===== config.mk =====
export PLATFORM = sky130hd
export DESIGN_NAME = hazard_scheduler
export DESIGN_NICKNAME = d
export VERILOG_FILES = /design/src/rtl/hazard_scheduler.sv
export SDC_FILE = /design/constraint.sdc
export NUM_CORES = 1
export LEC_CHECK = 0
export CORE_MARGIN = 4
export CORE_UTILIZATION = 24
export DETAILED_ROUTE_END_ITERATION = 8
export MAX_ROUTING_LAYER = met4
export PLACE_DENSITY = 0.45
export RECOVER_POWER = 50
export SYNTH_ARGS = -nofsm -noshare
export SYNTH_HDL_FRONTEND = slang
export SYNTH_SLANG_ARGS = --single-unit

===== constraint.sdc =====
create_clock -name clk -period 3.14 [get_ports clk]
set_clock_uncertainty 0.05 [all_clocks]
set_input_delay 0.628 -clock clk [delete_from_list [all_inputs] [get_ports clk]]
set_output_delay 0.628 -clock clk [all_outputs]
set_load 0.03 [all_outputs]

===== src/rtl/hazard_scheduler.sv =====
// rtl/hazard_scheduler.sv - RV32I decode-stage hazard scheduler: stall, bubble, flush and forwarding selects
module hazard_scheduler #(
    parameter int REG_ADDR = 5,
    parameter int FWD_W    = 2
) (
    input  logic                clk,
    input  logic                rst,
    input  logic                id_valid,
    input  logic [REG_ADDR-1:0] id_rs1,
    input  logic [REG_ADDR-1:0] id_rs2,
    input  logic                id_use_rs1,
    input  logic                id_use_rs2,
    input  logic [REG_ADDR-1:0] id_rd,
    input  logic                id_reg_write,
    input  logic                id_load,
    input  logic                id_mem,
    input  logic                ex_branch_taken,
    input  logic                mem_ready,
    output logic                pc_stall,
    output logic                if_id_stall,
    output logic                id_ex_bubble,
    output logic                if_id_flush,
    output logic [FWD_W-1:0]    fwd_a_sel,
    output logic [FWD_W-1:0]    fwd_b_sel,
    output logic [1:0]          state_o
);

    typedef enum logic [1:0] {
        RUN      = 2'b00,
        LU_STALL = 2'b01,
        MEM_WAIT = 2'b10
    } state_t;

    typedef struct packed {
        logic                valid;
        logic [REG_ADDR-1:0] rd;
        logic                reg_write;
        logic                load;
        logic                mem;
    } slot_t;

    localparam logic [FWD_W-1:0] FWD_RF  = FWD_W'(0);
    localparam logic [FWD_W-1:0] FWD_EX  = FWD_W'(1);
    localparam logic [FWD_W-1:0] FWD_MEM = FWD_W'(2);
    localparam logic [FWD_W-1:0] FWD_WB  = FWD_W'(3);

    state_t state, state_nxt;
    slot_t  ex_slot, mem_slot, wb_slot;

    logic             mem_wait;
    logic             flush;
    logic             load_use;
    logic             issue;
    logic             lu_a, lu_b;

    function automatic logic hit(input slot_t s, input logic [REG_ADDR-1:0] rs, input logic use_rs);
        return use_rs && (rs != '0) && s.valid && s.reg_write && (s.rd == rs);
    endfunction

    // The youngest matching slot decides both the select and whether the value is
    // still in flight from a load; an older load is shadowed by a younger writer.
    function automatic logic [FWD_W:0] resolve(input slot_t ex_s, input slot_t mem_s,
                                               input slot_t wb_s,
                                               input logic [REG_ADDR-1:0] rs,
                                               input logic use_rs);
        if (hit(ex_s, rs, use_rs))
            return ex_s.load ? {1'b1, FWD_RF} : {1'b0, FWD_EX};
        else if (hit(mem_s, rs, use_rs))
            return mem_s.load ? {1'b1, FWD_RF} : {1'b0, FWD_MEM};
        else if (hit(wb_s, rs, use_rs))
            return {1'b0, FWD_WB};
        else
            return {1'b0, FWD_RF};
    endfunction

    assign {lu_a, fwd_a_sel} = resolve(ex_slot, mem_slot, wb_slot, id_rs1, id_use_rs1);
    assign {lu_b, fwd_b_sel} = resolve(ex_slot, mem_slot, wb_slot, id_rs2, id_use_rs2);

    assign mem_wait = mem_slot.valid && mem_slot.mem && !mem_ready;
    assign flush    = ex_branch_taken && ex_slot.valid;
    assign load_use = id_valid && (lu_a || lu_b);
    assign issue    = id_valid && !id_ex_bubble && !if_id_flush;
    assign state_o  = state;

    always_comb begin
        pc_stall     = 1'b0;
        if_id_stall  = 1'b0;
        id_ex_bubble = 1'b0;
        if_id_flush  = 1'b0;
        state_nxt    = RUN;
        if (mem_wait) begin
            pc_stall    = 1'b1;
            if_id_stall = 1'b1;
            state_nxt   = MEM_WAIT;
        end else if (flush) begin
            if_id_flush  = 1'b1;
            id_ex_bubble = 1'b1;
        end else if (load_use) begin
            pc_stall     = 1'b1;
            if_id_stall  = 1'b1;
            id_ex_bubble = 1'b1;
            state_nxt    = LU_STALL;
        end
    end

    always_ff @(posedge clk or posedge rst) begin
        if (rst) begin
            state    <= RUN;
            ex_slot  <= '0;
            mem_slot <= '0;
            wb_slot  <= '0;
        end else begin
            state <= state_nxt;
            if (!mem_wait) begin
                wb_slot  <= mem_slot;
                mem_slot <= ex_slot;
                if (issue)
                    ex_slot <= '{valid: 1'b1, rd: id_rd, reg_write: id_reg_write,
                                 load: id_load, mem: id_mem};
                else
                    ex_slot <= '0;
            end
        end
    end

endmodule


# After elaboration in Yosys (flattened, before gate mapping)
# Index checks and enable logic that the tools add are counted.
[word_totals] reg_bits=27 inputBits=25 out_inout_bits=10 word_cells=71
[classes] eq_ne=6 n_mux=19 reduce_logical=32
[ops] op="$eq A5 B5 Y1" n=6
[ops] op="$logic_and A1 B1 Y1" n=26
[ops] op="$mux W3" n=6
[ops] op="$reduce_bool A5 Y1" n=2
[ops] op="$mux W1" n=9
[ops] op="$mux W9" n=1
[ops] op="$mux W2" n=3
[ops] op="$logic_not A1 Y1" n=3
[ops] op="$logic_or A1 B1 Y1" n=1

# Logic depth before layout (Yosys ltp)
# Gate-level depths: netlist of run 1.
[logic_depth] word_depth=17 mapped_depth=7 mapped_depth_nobuf=6

# Worst setup path before layout of run 1
# No wires, ideal clock.
[synth_timing] path_type="input port to output port" from="input port id_rs1[1]" to="output port pc_stall" arrival_ns=2.649 t_required_ns=2.462 path_slack_ns=-0.187 path_stages=7 n_path_buf=1 cell_sequence="or4_1 > o21ai_2 > nor3_2 > o22ai_2 > nand2_1 > a31oi_1 > buf_4"
[synth_via] elab_chain_cells=12 word_cells_on_any_way=17 cone_classes="eq/ne: 2; mux: 5; reduce/logical: 10"
[synth_rtl] item="start: declaration" line="9" source="input logic [REG_ADDR-1:0] id_rs1,"
[synth_rtl] item="$reduce_bool A5 Y1" line="57" source="return use_rs && (rs != '0) && s.valid && s.reg_write && (s.rd == rs);"
[synth_rtl] item="$logic_and A1 B1 Y1 (4 in series)" line="57"
[synth_rtl] item="$mux W3" line="68" source="else if (hit(mem_s, rs, use_rs))"
[synth_rtl] item="$mux W3 (*)" line="66" source="if (hit(ex_s, rs, use_rs))"
[synth_rtl] item="$logic_or A1 B1 Y1 (*)" line="81" source="assign load_use = id_valid && (lu_a || lu_b);"
[synth_rtl] item="$logic_and A1 B1 Y1 (*)" line="81"
[synth_rtl] item="$mux W1 (*) (3 in series)"
[synth_rtl] item="end: declaration" line="19" source="output logic pc_stall,"
# Mark *: on every way between the ends. The rest lies on a longest branch, timed or not.

# Worst setup path in the final report of run 1
[layout_timing] from="input port id_rs2[2]" to="output port id_ex_bubble"
[layout_via] elab_chain_cells=12 word_cells_on_any_way=17 cone_classes="eq/ne: 2; mux: 5; reduce/logical: 10"
[layout_rtl] item="start: declaration" line="10" source="input logic [REG_ADDR-1:0] id_rs2,"
[layout_rtl] item="$reduce_bool A5 Y1" line="57"
[layout_rtl] item="$logic_and A1 B1 Y1 (4 in series)" line="57"
[layout_rtl] item="$mux W3" line="68"
[layout_rtl] item="$mux W3 (*)" line="66"
[layout_rtl] item="$logic_or A1 B1 Y1 (*)" line="81"
[layout_rtl] item="$logic_and A1 B1 Y1 (*)" line="81"
[layout_rtl] item="$mux W1 (*)" line="98" source="end else if (load_use) begin"
[layout_rtl] item="$mux W1 (*)" line="95" source="end else if (flush) begin"
[layout_rtl] item="$mux W1 (*)" line="91" source="if (mem_wait) begin"
[layout_rtl] item="end: declaration" line="21" source="output logic id_ex_bubble,"
# Marked as above.

==> impl_metrics.env, run 1 <==
export IMPL_critPathLaunchType="input pin"
export IMPL_hold_depth=1
export IMPL_clk_path_buf_depth=2
export IMPL_end_kind="output pin"
export IMPL_r2r_start="mem_slot[7]$_DFFE_PP0N_"
export IMPL_cp_top_family="simple AND/OR/NAND/NOR gates"
export IMPL_regArea_um2=676
export IMPL_gp_congestion=0.824
export IMPL_worstReg2RegEnd="ex_slot[5]$_DFFE_PP0N_"
export IMPL_clkSlewWorstSetupHoldPaths_ps=100
export IMPL_finalNetCount=241
export IMPL_rows=28
export IMPL_worst_setup_path_type="in -> out"
export IMPL_first_global_vias=1361
export IMPL_synth_top_cell_by_area="dfrtp_1"
export IMPL_numCtsBuffers=3
export IMPL_crit_chain="dlygate4sd2_1, or4_4, o211ai_1, o22ai_4, nand3_1, a31oi_1, buf_4"
export IMPL_grt_util_all_layers_pct=12.0
export IMPL_finalCritPeriodShare_pct=97.2
export IMPL_clockRootBuffer="clkbuf_8"
export IMPL_placed_area_mm2=0.00207
export IMPL_p_leak_nw=0.971
export IMPL_grtUsageMet1_pct=16.0
export IMPL_grt_pass1_wl_um=6780
export IMPL_crit_arrival_ps=2380
export IMPL_hold_path_startpoint="ex_slot[0]$_DFFE_PP0N_"
export IMPL_p_per_area_mw_per_mm2=366
export IMPL_first_pass_iters=4
export IMPL_drtIter0Drc=32
export IMPL_slew_headroom_pct=4.68
export IMPL_hp_class="reg -> reg"
export IMPL_ir_drop_v=0.000219
export IMPL_area_growth_pct=43.6
export IMPL_fin_crit_ps=3050
export IMPL_ant_nets=0
export IMPL_busiest_layer="met2"
export IMPL_power_w=0.000800
export IMPL_finalMaxSlewViolations=0
export IMPL_synth_main_ff_cell="dfrtp_1"
export IMPL_cts_max_level=1
export IMPL_ys_seq_area_share_pct=44.4
export IMPL_synth_edff_count=0
export IMPL_ios=35
export IMPL_mostFrequentLayoutCell="nand2_1"
export IMPL_ys_ff_latch=27
export IMPL_mostFrequentLayoutCells="nand2_1 (43), dfrtp_1 (27), buf_4 (23)"
export IMPL_slowest_delay_ps=560
export IMPL_ff2ff_path_depth=8
export IMPL_slowest_stage="or4_4"
export IMPL_grt_max_degree=28
export IMPL_grt_use_met3_pct=1.79
export IMPL_path_buf_inv=2
export IMPL_wl_per_cell_um=14.4
export IMPL_core_area_mm2=0.00603
export IMPL_viasPerCell=4.50
export IMPL_setup_viol=0
export IMPL_tightest_slew_ps=1430
export IMPL_dieArea_mm2=0.00767
export IMPL_die_h_um=87.6
export IMPL_fillers=656
export IMPL_hold_viol=0
export IMPL_netlist_area_mm2=0.00152
export IMPL_async_flop_share_pct=100
export IMPL_cts_tree="yes"
export IMPL_hpwl_um=3310
export IMPL_grt_overflow=0
export IMPL_cp_startpoint="id_rs2[2]"
export IMPL_die_width_um=87.6
export IMPL_drt_total_wl_um=4160
export IMPL_post_route_drc_count=0
export IMPL_antenna_found_initial=0
export IMPL_post_place_ws_ps=-285
export IMPL_synth_top_area_share_pct=44.4
export IMPL_cp_max_fo=3
export IMPL_synth_nets=186
export IMPL_fin_hold_ws_ps=426
export IMPL_syn_avg_cell_area_um2=9.44
export IMPL_synth_cells=161
export IMPL_min_to="mem_slot[0]$_DFFE_PP0N_"
export IMPL_critical_path_required_ps=2460
export IMPL_final_core_util_pct=36.2
export IMPL_grt_use_met2_pct=19.0
export IMPL_stdcell_area_mm2=0.00218
export IMPL_vias=1304
export IMPL_synthDistinctLibCells=29
export IMPL_multi_input_area_um2=873
export IMPL_clkSinkCount=27
export IMPL_drv_cap=0
export IMPL_synth_yosys_warnings=0
export IMPL_initial_core_util_pct=25.2
export IMPL_port_buffer_count=34
export IMPL_status="finished, final reports clean"
export IMPL_final_layout_size_suffix_gt1_share_pct=22.3
export IMPL_rrSetupSlack_ps=1080
export IMPL_fin_ws_ps=86.8
export IMPL_rsz0062_at_grt="no"
export IMPL_clkLatencyLatePin_ps=280
export IMPL_antenna_cells=0
export IMPL_max_freq_mhz=328
export IMPL_synth_area_top_cells="dfrtp_1 (44%), xnor2_1 (13%), nand2_1 (11%)"
-- how the worst max path moves through the flow --
stage	endpoint	slack [ps]	depth (start not counted)
final	id_ex_bubble	90	7
after global routing	id_ex_bubble	9	8
after CTS	id_ex_bubble	30	8
after detailed placement	if_id_stall	-290	8
after global placement	if_id_stall	-250	8
after floorplan	pc_stall	40	7
-- timing repair --
action | 4_1_cts | 5_1_grt
hold buffers | 0 | 0
setup endpoints to repair | 4 | 4
setup buffers | 2 | 0
resized for setup | 22 | 4
pin swaps | 10 | 5
-- power by group --
| part | total (W) | internal [W] | leakage, nW | switching, W |
|---|---|---|---|---|
| Clock | 0.000206 | 0.0000902 | 0.0217 | 0.000116 |
| Sequential | 0.000414 | 0.000376 | 0.353 | 0.0000381 |
| Combinational | 0.000179 | 0.0000960 | 0.596 | 0.0000829 |
| Total | 0.000800 | 0.000563 | 0.971 | 0.000237 |
-- state kept, by name (all words and copies together), names as in the netlist --
register and cells:
mem_slot 9, state_o 2, ex_slot 9, wb_slot 7
-- metal layers --
layer	wire [um]	part of all wire, %
met1	1970	47
met2	1990	48
met3	161	3.9
met4	40	0.96
met5	0	0
-- through the flow --
| step | setup TNS, ps | instances |
|---|---|---|
| 4_1_cts | 0 | 290 |
| 6_report | 0 | 290 |
| 3_3_place_gp | -837 | 284 |
| 5_1_grt | 0 | 290 |
| 3_5_place_dp | -868 | 284 |
| 2_1_floorplan | 0 | 161 |
-- cells by family after synthesis --
| kind of cell | Yosys count | synth area share, % |
|---|---|---|
| buf+inv | 7 | 1.98 |
| xor+xnor | 30 | 17.3 |
| flops | 27 | 44.4 |
| simple gates | 73 | 22.8 |
| compound gates | 22 | 12.2 |
| mux | 2 | 1.32 |
-- synth_stat cells, drive strengths merged (2+ instances only) --
cell type and instances:
or2 3, or4 2, nor2 2, dfrtp 27, inv 2, a31oi 2
nor3 2, o21ai 2, clkbuf 3, a21oi 4, nand2b 2, nand2 45
nand4 5, xor2 7, nor4 3, a22o 8, nand3 7, mux2i 2
xnor2 23
-- area by class of cell --
class,count,area share [%]
clock buffer,3,1.89
clock inverter,1,0.344
inverter,3,0.516
multi-input combinational,127,40.0
sequential,27,30.9
tap,75,4.30
timing repair buffer,54,22.0
Power figures use the tool's default switching activity.
==> inputs of run 2 (changes only) <==
Settings changed: CORE_MARGIN 4 to 2.
==> run 2 against run 1 <==
Die area is 8.9% lower. Combinational power is 6% higher. Power is 1.3% higher. Utilization is 0.83 points higher. Setup slack better by 23 ps. Clock power hardly changed. Hold slack better by 8.0 ps. Largest cell class unchanged.
==> impl_metrics.env, run 2 (synthesis gave the netlist of run 1 again) <==
export IMPL_fin_crit_ps=3030
export IMPL_area_growth_pct=46.9
export IMPL_first_pass_iters=4
export IMPL_critical_path_required_ps=2460
export IMPL_wl_per_cell_um=14.4
export IMPL_rrSetupSlack_ps=1150
export IMPL_ir_drop_v=0.000222
export IMPL_die_width_um=83.6
export IMPL_worstReg2RegEnd="ex_slot[2]$_DFFE_PP0N_"
export IMPL_cts_max_level=1
export IMPL_cts_hold_fix_buffers=0
export IMPL_clockRootBuffer="clkbuf_8"
export IMPL_switching_power_w=0.000244
export IMPL_hold_path_startpoint="ex_slot[0]$_DFFE_PP0N_"
export IMPL_slowest_delay_ps=560
export IMPL_die_h_um=83.6
export IMPL_dieArea_mm2=0.00699
export IMPL_p_leak_nw=0.992
export IMPL_mostFrequentLayoutCell="nand2_1"
export IMPL_seq_power_share_pct=51.2
export IMPL_first_global_vias=1390
export IMPL_finalMaxSlewViolations=0
export IMPL_numCtsBuffers=3
export IMPL_final_layout_size_suffix_gt1_share_pct=27.3
export IMPL_min_to="mem_slot[0]$_DFFE_PP0N_"
export IMPL_p_per_area_mw_per_mm2=363
export IMPL_grt_util_all_layers_pct=13.0
export IMPL_hold_depth=1
export IMPL_drt_total_wl_um=4240
export IMPL_clkLatencyLatePin_ps=280
export IMPL_viasPerCell=4.57
export IMPL_top_regs="ex_slot (9), mem_slot (9), wb_slot (7)"
export IMPL_hold_viol=0
export IMPL_grt_max_degree=28
export IMPL_ios=35
export IMPL_fin_ws_ps=110
export IMPL_fillers=630
export IMPL_hpwl_um=3230
export IMPL_p_sw_share_pct=30.1
export IMPL_crit_arrival_ps=2350
export IMPL_antenna_found_initial=0
export IMPL_rows=28
export IMPL_p_int_w=0.000566
export IMPL_status="finished, final reports clean"
export IMPL_hp_class="reg -> reg"
export IMPL_vias=1348
export IMPL_finalNetCount=246
export IMPL_power_w=0.000810
export IMPL_critPathLaunchType="input pin"
export IMPL_grt_pass1_wl_um=6970
export IMPL_drtIter0Drc=43
export IMPL_instances_no_fill=295
export IMPL_clkSinkCount=27
export IMPL_setup_viol=0
export IMPL_cp_max_fo=3
export IMPL_cts_tree="yes"
export IMPL_slowest_stage="or4_4"
export IMPL_clk_path_buf_depth=2
export IMPL_ant_nets=0
export IMPL_post_place_ws_ps=-286
export IMPL_dpl_cell_count=288
export IMPL_p_clk_share_pct=25.4
export IMPL_port_buffer_count=34
export IMPL_combPwrFrac_pct=23.4
export IMPL_post_route_drc_count=0
export IMPL_slew_headroom_pct=1.03
export IMPL_max_freq_mhz=330
export IMPL_grt_overflow=0
export IMPL_r2r_start="mem_slot[6]$_DFFE_PP0N_"
export IMPL_core_area_mm2=0.00603
export IMPL_mostFrequentLayoutCells="nand2_1 (44), dfrtp_1 (27), buf_4 (27)"
export IMPL_drv_cap=0
export IMPL_gp_congestion=0.852
export IMPL_clkSlewWorstSetupHoldPaths_ps=90
export IMPL_worst_setup_path_type="in -> out"
export IMPL_antenna_cells=0
export IMPL_crit_chain="clkdlybuf4s15_2, or4_4, o21ai_4, nor3_4, o22ai_4, nand3_2, a31oi_2, buf_6"
export IMPL_finalCritPeriodShare_pct=96.5
export IMPL_end_kind="output pin"
export IMPL_initial_core_util_pct=25.2
export IMPL_tightest_slew_ps=1480
export IMPL_ff2ff_path_depth=7
run 2: changes by cell type in the layout (fill, tap and decap cells not counted), moves of 2 or more:
cell and delta:
buf_4 +4, clkbuf_2 +4, dlygate4sd2_1 -4, nor4_1 -2
nor4_2 +2
run 2: layout make-up:
type | instances | area (um^2) | area share, %
sequential | 27 | 676 | 30.3
clock inverter | 1 | 5.00 | 0.224
multi-input combinational | 127 | 901 | 40.3
tap | 75 | 93.8 | 4.20
timing repair buffer | 59 | 505 | 22.6
clock buffer | 3 | 41.3 | 1.85
inverter | 3 | 11.3 | 0.504
run 2: what timing repair did:
action | 4_1_cts | 5_1_grt
setup buffers | 2 | 1
endpoints found under the setup margin | 4 | 4
resized for setup | 29 | 12
pin swaps | 11 | 9
run 2: layer usage:
metal  wire length, um  vias up  GRT usage [%]
li1                  -      666              -
met1              2010      647           16.5
met2              2050       35           21.4
met3               181        0           3.07
met4                 0        0           2.20
met5                 0        -              -
run 2: stage by stage:
| step | TNS [ps] | cell area, um^2 | hold WS [ps] | utilization, % |
|---|---|---|---|---|
| finish | 0 | 2230 | 434 | 37.1 |
| global route | -5.73 | 2230 | 461 | 37.1 |
| CTS | 0 | 2220 | 437 | 36.9 |
| detailed placement | -924 | 2100 | 413 | 34.8 |
| global placement | -883 | 2100 | 411 | 34.8 |
| floorplan | 0 | 1530 | 385 | - |
run 2: how the worst max path moves through the flow:
stage	startpoint	slack [ps]	end
after floorplan	id_rs1[1]	40	pc_stall
after global placement	id_rs1[1]	-250	pc_stall
after detailed placement	id_rs1[1]	-290	if_id_stall
after CTS	id_rs1[2]	10	id_ex_bubble
after global routing	id_rs2[2]	-4	if_id_stall
final	id_rs1[1]	110	id_ex_bubble
run 2: worst max-delay path, delay by kind of cell:
| family | cells | cell delay [ps] |
|---|---|---|
| simple gates | 3 | 740 |
| compound gates | 3 | 600 |
| buf+inv | 2 | 380 |
run 2: power groups by stage:
| stage | Combinational (W) | Sequential, W | Clock, W |
|---|---|---|---|
| final | 0.000190 | 0.000415 | 0.000206 |
| after global routing | 0.000210 | 0.000420 | 0.000225 |
| after CTS | 0.000190 | 0.000414 | 0.000214 |
| after detailed placement | 0.000185 | 0.000421 | 0 |
| after global placement | 0.000184 | 0.000422 | 0 |
| after floorplan | 0.0000963 | 0.000410 | 0 |
==> inputs of run 3 (changes only) <==
--- a/constraint.sdc
+++ b/constraint.sdc
@@ -4,2 +4,2 @@
 set_output_delay 0.628 -clock clk [all_outputs]
-set_load 0.03 [all_outputs]
+set_load 0.005 [all_outputs]
==> run 3 against run 2 <==
The run now ends with capacitance limit left. Clock power hardly changed. Combinational power is 7% lower. Clock-buffer cell count is 1 higher. Via count is 3.3% lower. Wire length is 0.75% lower. Sequential power hardly changed. Non-clock buffer count is 2 higher. Global-route usage is 0.24 points lower. First-iteration DRC count is 4.7% higher. Highest routed layer is now met4.
==> impl_metrics.env, run 3 (synthesis gave the netlist of run 1 again) <==
export IMPL_clockRootBuffer="clkbuf_8"
export IMPL_antenna_cells=0
export IMPL_max_freq_mhz=326
export IMPL_area_growth_pct=46.7
export IMPL_ios=35
export IMPL_ff2ff_path_depth=10
export IMPL_mostFrequentLayoutCells="nand2_1 (44), dfrtp_1 (27), xnor2_1 (22), buf_4 (22), clkdlybuf4s50_1 (13)"
export IMPL_first_pass_iters=4
export IMPL_cts_hold_fix_buffers=0
export IMPL_clkSinkCount=27
export IMPL_die_width_um=83.6
export IMPL_instances_no_fill=297
export IMPL_power_w=0.000799
export IMPL_status="finished with violations"
export IMPL_ant_nets=0
export IMPL_finalNetCount=248
export IMPL_slowest_delay_ps=500
export IMPL_clkSlewWorstSetupHoldPaths_ps=100
export IMPL_setup_viol=0
export IMPL_crit_arrival_ps=2390
export IMPL_path_buf_inv=4
export IMPL_crit_end="fwd_a_sel[0]"
export IMPL_finalCritPeriodShare_pct=97.6
export IMPL_p_leak_nw=1.01
export IMPL_drtIter0Drc=45
export IMPL_post_place_ws_ps=-607
export IMPL_cts_tree="yes"
export IMPL_worstReg2RegEnd="ex_slot[8]$_DFFE_PP0N_"
export IMPL_initial_core_util_pct=25.2
export IMPL_crit_cells=9
export IMPL_die_h_um=83.6
export IMPL_numCtsBuffers=3
export IMPL_vias=1303
export IMPL_drt_total_wl_um=4210
export IMPL_ir_drop_v=0.000159
export IMPL_critPathLaunchType="input pin"
export IMPL_top_regs="ex_slot (9), mem_slot (9), wb_slot (7)"
export IMPL_rows=28
export IMPL_grt_max_degree=28
export IMPL_mostFrequentLayoutCell="nand2_1"
export IMPL_antenna_found_initial=0
export IMPL_hpwl_um=3250
export IMPL_gp_congestion=0.821
export IMPL_fin_crit_ps=3060
export IMPL_end_kind="output pin"
export IMPL_hp_class="reg -> reg"
export IMPL_cp_startpoint="id_rs1[1]"
export IMPL_hold_path_startpoint="ex_slot[0]$_DFFE_PP0N_"
export IMPL_final_layout_size_suffix_gt1_share_pct=23.4
export IMPL_dieArea_mm2=0.00699
export IMPL_slew_headroom_pct=0.337
export IMPL_critical_path_required_ps=2460
export IMPL_r2r_start="mem_slot[4]$_DFFE_PP0N_"
export IMPL_core_area_mm2=0.00603
export IMPL_finalMaxSlewViolations=0
export IMPL_worst_setup_path_type="in -> out"
export IMPL_p_per_area_mw_per_mm2=358
export IMPL_cp_max_fo=2
export IMPL_fin_ws_ps=75.4
export IMPL_cts_max_level=1
export IMPL_first_global_vias=1359
export IMPL_hold_viol=0
export IMPL_drv_cap=1
export IMPL_port_buffer_count=34
export IMPL_post_route_drc_count=0
export IMPL_clkLatencyLatePin_ps=270
export IMPL_slowest_stage="or4_4"
export IMPL_viasPerCell=4.39
export IMPL_clk_path_buf_depth=2
export IMPL_rrSetupSlack_ps=960
export IMPL_violations="capacitance limit"
export IMPL_grt_overflow=0
export IMPL_final_core_util_pct=37.0
export IMPL_grt_util_all_layers_pct=12.7
export IMPL_tightest_slew_ps=1490
export IMPL_cp_top_family="buffers and inverters"
export IMPL_grt_pass1_wl_um=6930
export IMPL_wl_per_cell_um=14.2
export IMPL_fin_hold_ws_ps=427
export IMPL_dpl_cell_count=287
export IMPL_crit_chain="dlygate4sd2_1, or4_4, o21ai_4, buf_4, or3_4, buf_4, nand2_1, mux2i_1, dlygate4sd2_1"
-- run 3: cell types whose count changed in the layout (fill, tap and decap cells not counted), sizes merged --
cell and change:
buf -6, clkbuf +3, clkdlybuf4s15 +3, clkdlybuf4s50 +1, clkinv -1, dlygate4sd2 +2
-- run 3: how the worst min path moves through the flow --
stage                                    endpoint  depth (start not counted)
after floorplan           mem_slot[0]$_DFFE_PP0N_                          1
after global placement    mem_slot[0]$_DFFE_PP0N_                          1
after detailed placement  mem_slot[0]$_DFFE_PP0N_                          1
after CTS                 mem_slot[0]$_DFFE_PP0N_                          1
after global routing      mem_slot[0]$_DFFE_PP0N_                          1
final                     mem_slot[0]$_DFFE_PP0N_                          1
-- run 3: worst register-to-register path, stage by stage (launching register included) --
cell	delay [ps]
dfrtp_1	460
xor2_1	200
nor4_2	260
o211ai_1	180
buf_4	180
o22ai_2	120
buf_6	130
buf_4	110
a211oi_4	60
buf_12	160
a21o_2	180
-- run 3: through the flow --
| stage | area [um^2] | setup TNS (ps) |
|---|---|---|
| 2_1_floorplan | 1520 | 0 |
| 3_3_place_gp | 2110 | -3230 |
| 3_5_place_dp | 2110 | -3370 |
| 4_1_cts | 2170 | 0 |
| 5_1_grt | 2230 | -26.4 |
| 6_report | 2230 | 0 |
-- run 3: area by class of cell --
cell class	count	area, um^2
clock buffers	4	45.0
fillers	641	3800
inverters	3	11.3
multi-input cells	127	896
flip-flops and latches	27	676
well taps	75	93.8
repair buffers	61	508
-- run 3: power breakdown --
group / total [W] / switching (W) / internal [W] / leakage, nW
combinational: 0.000176 / 0.0000793 / 0.0000968 / 0.635
sequential: 0.000416 / 0.0000397 / 0.000376 / 0.353
clock: 0.000207 / 0.000116 / 0.0000911 / 0.0228
total: 0.000799 / 0.000235 / 0.000564 / 1.01
-- run 3: routing by layer --
metal	GRT usage, %	share of wire [%]	routed length (um)
met5	-	0	0
met4	3.08	0.52	22
met3	1.78	2.3	97
met2	20.6	46	1960
met1	16.9	51	2130
-- run 3: what timing repair did --
action,4_1_cts,5_1_grt
pin swaps,9,6
setup buffers,5,1
gates resized for setup,29,24
hold endpoints to repair,0,0
endpoints found under the setup margin,7,6
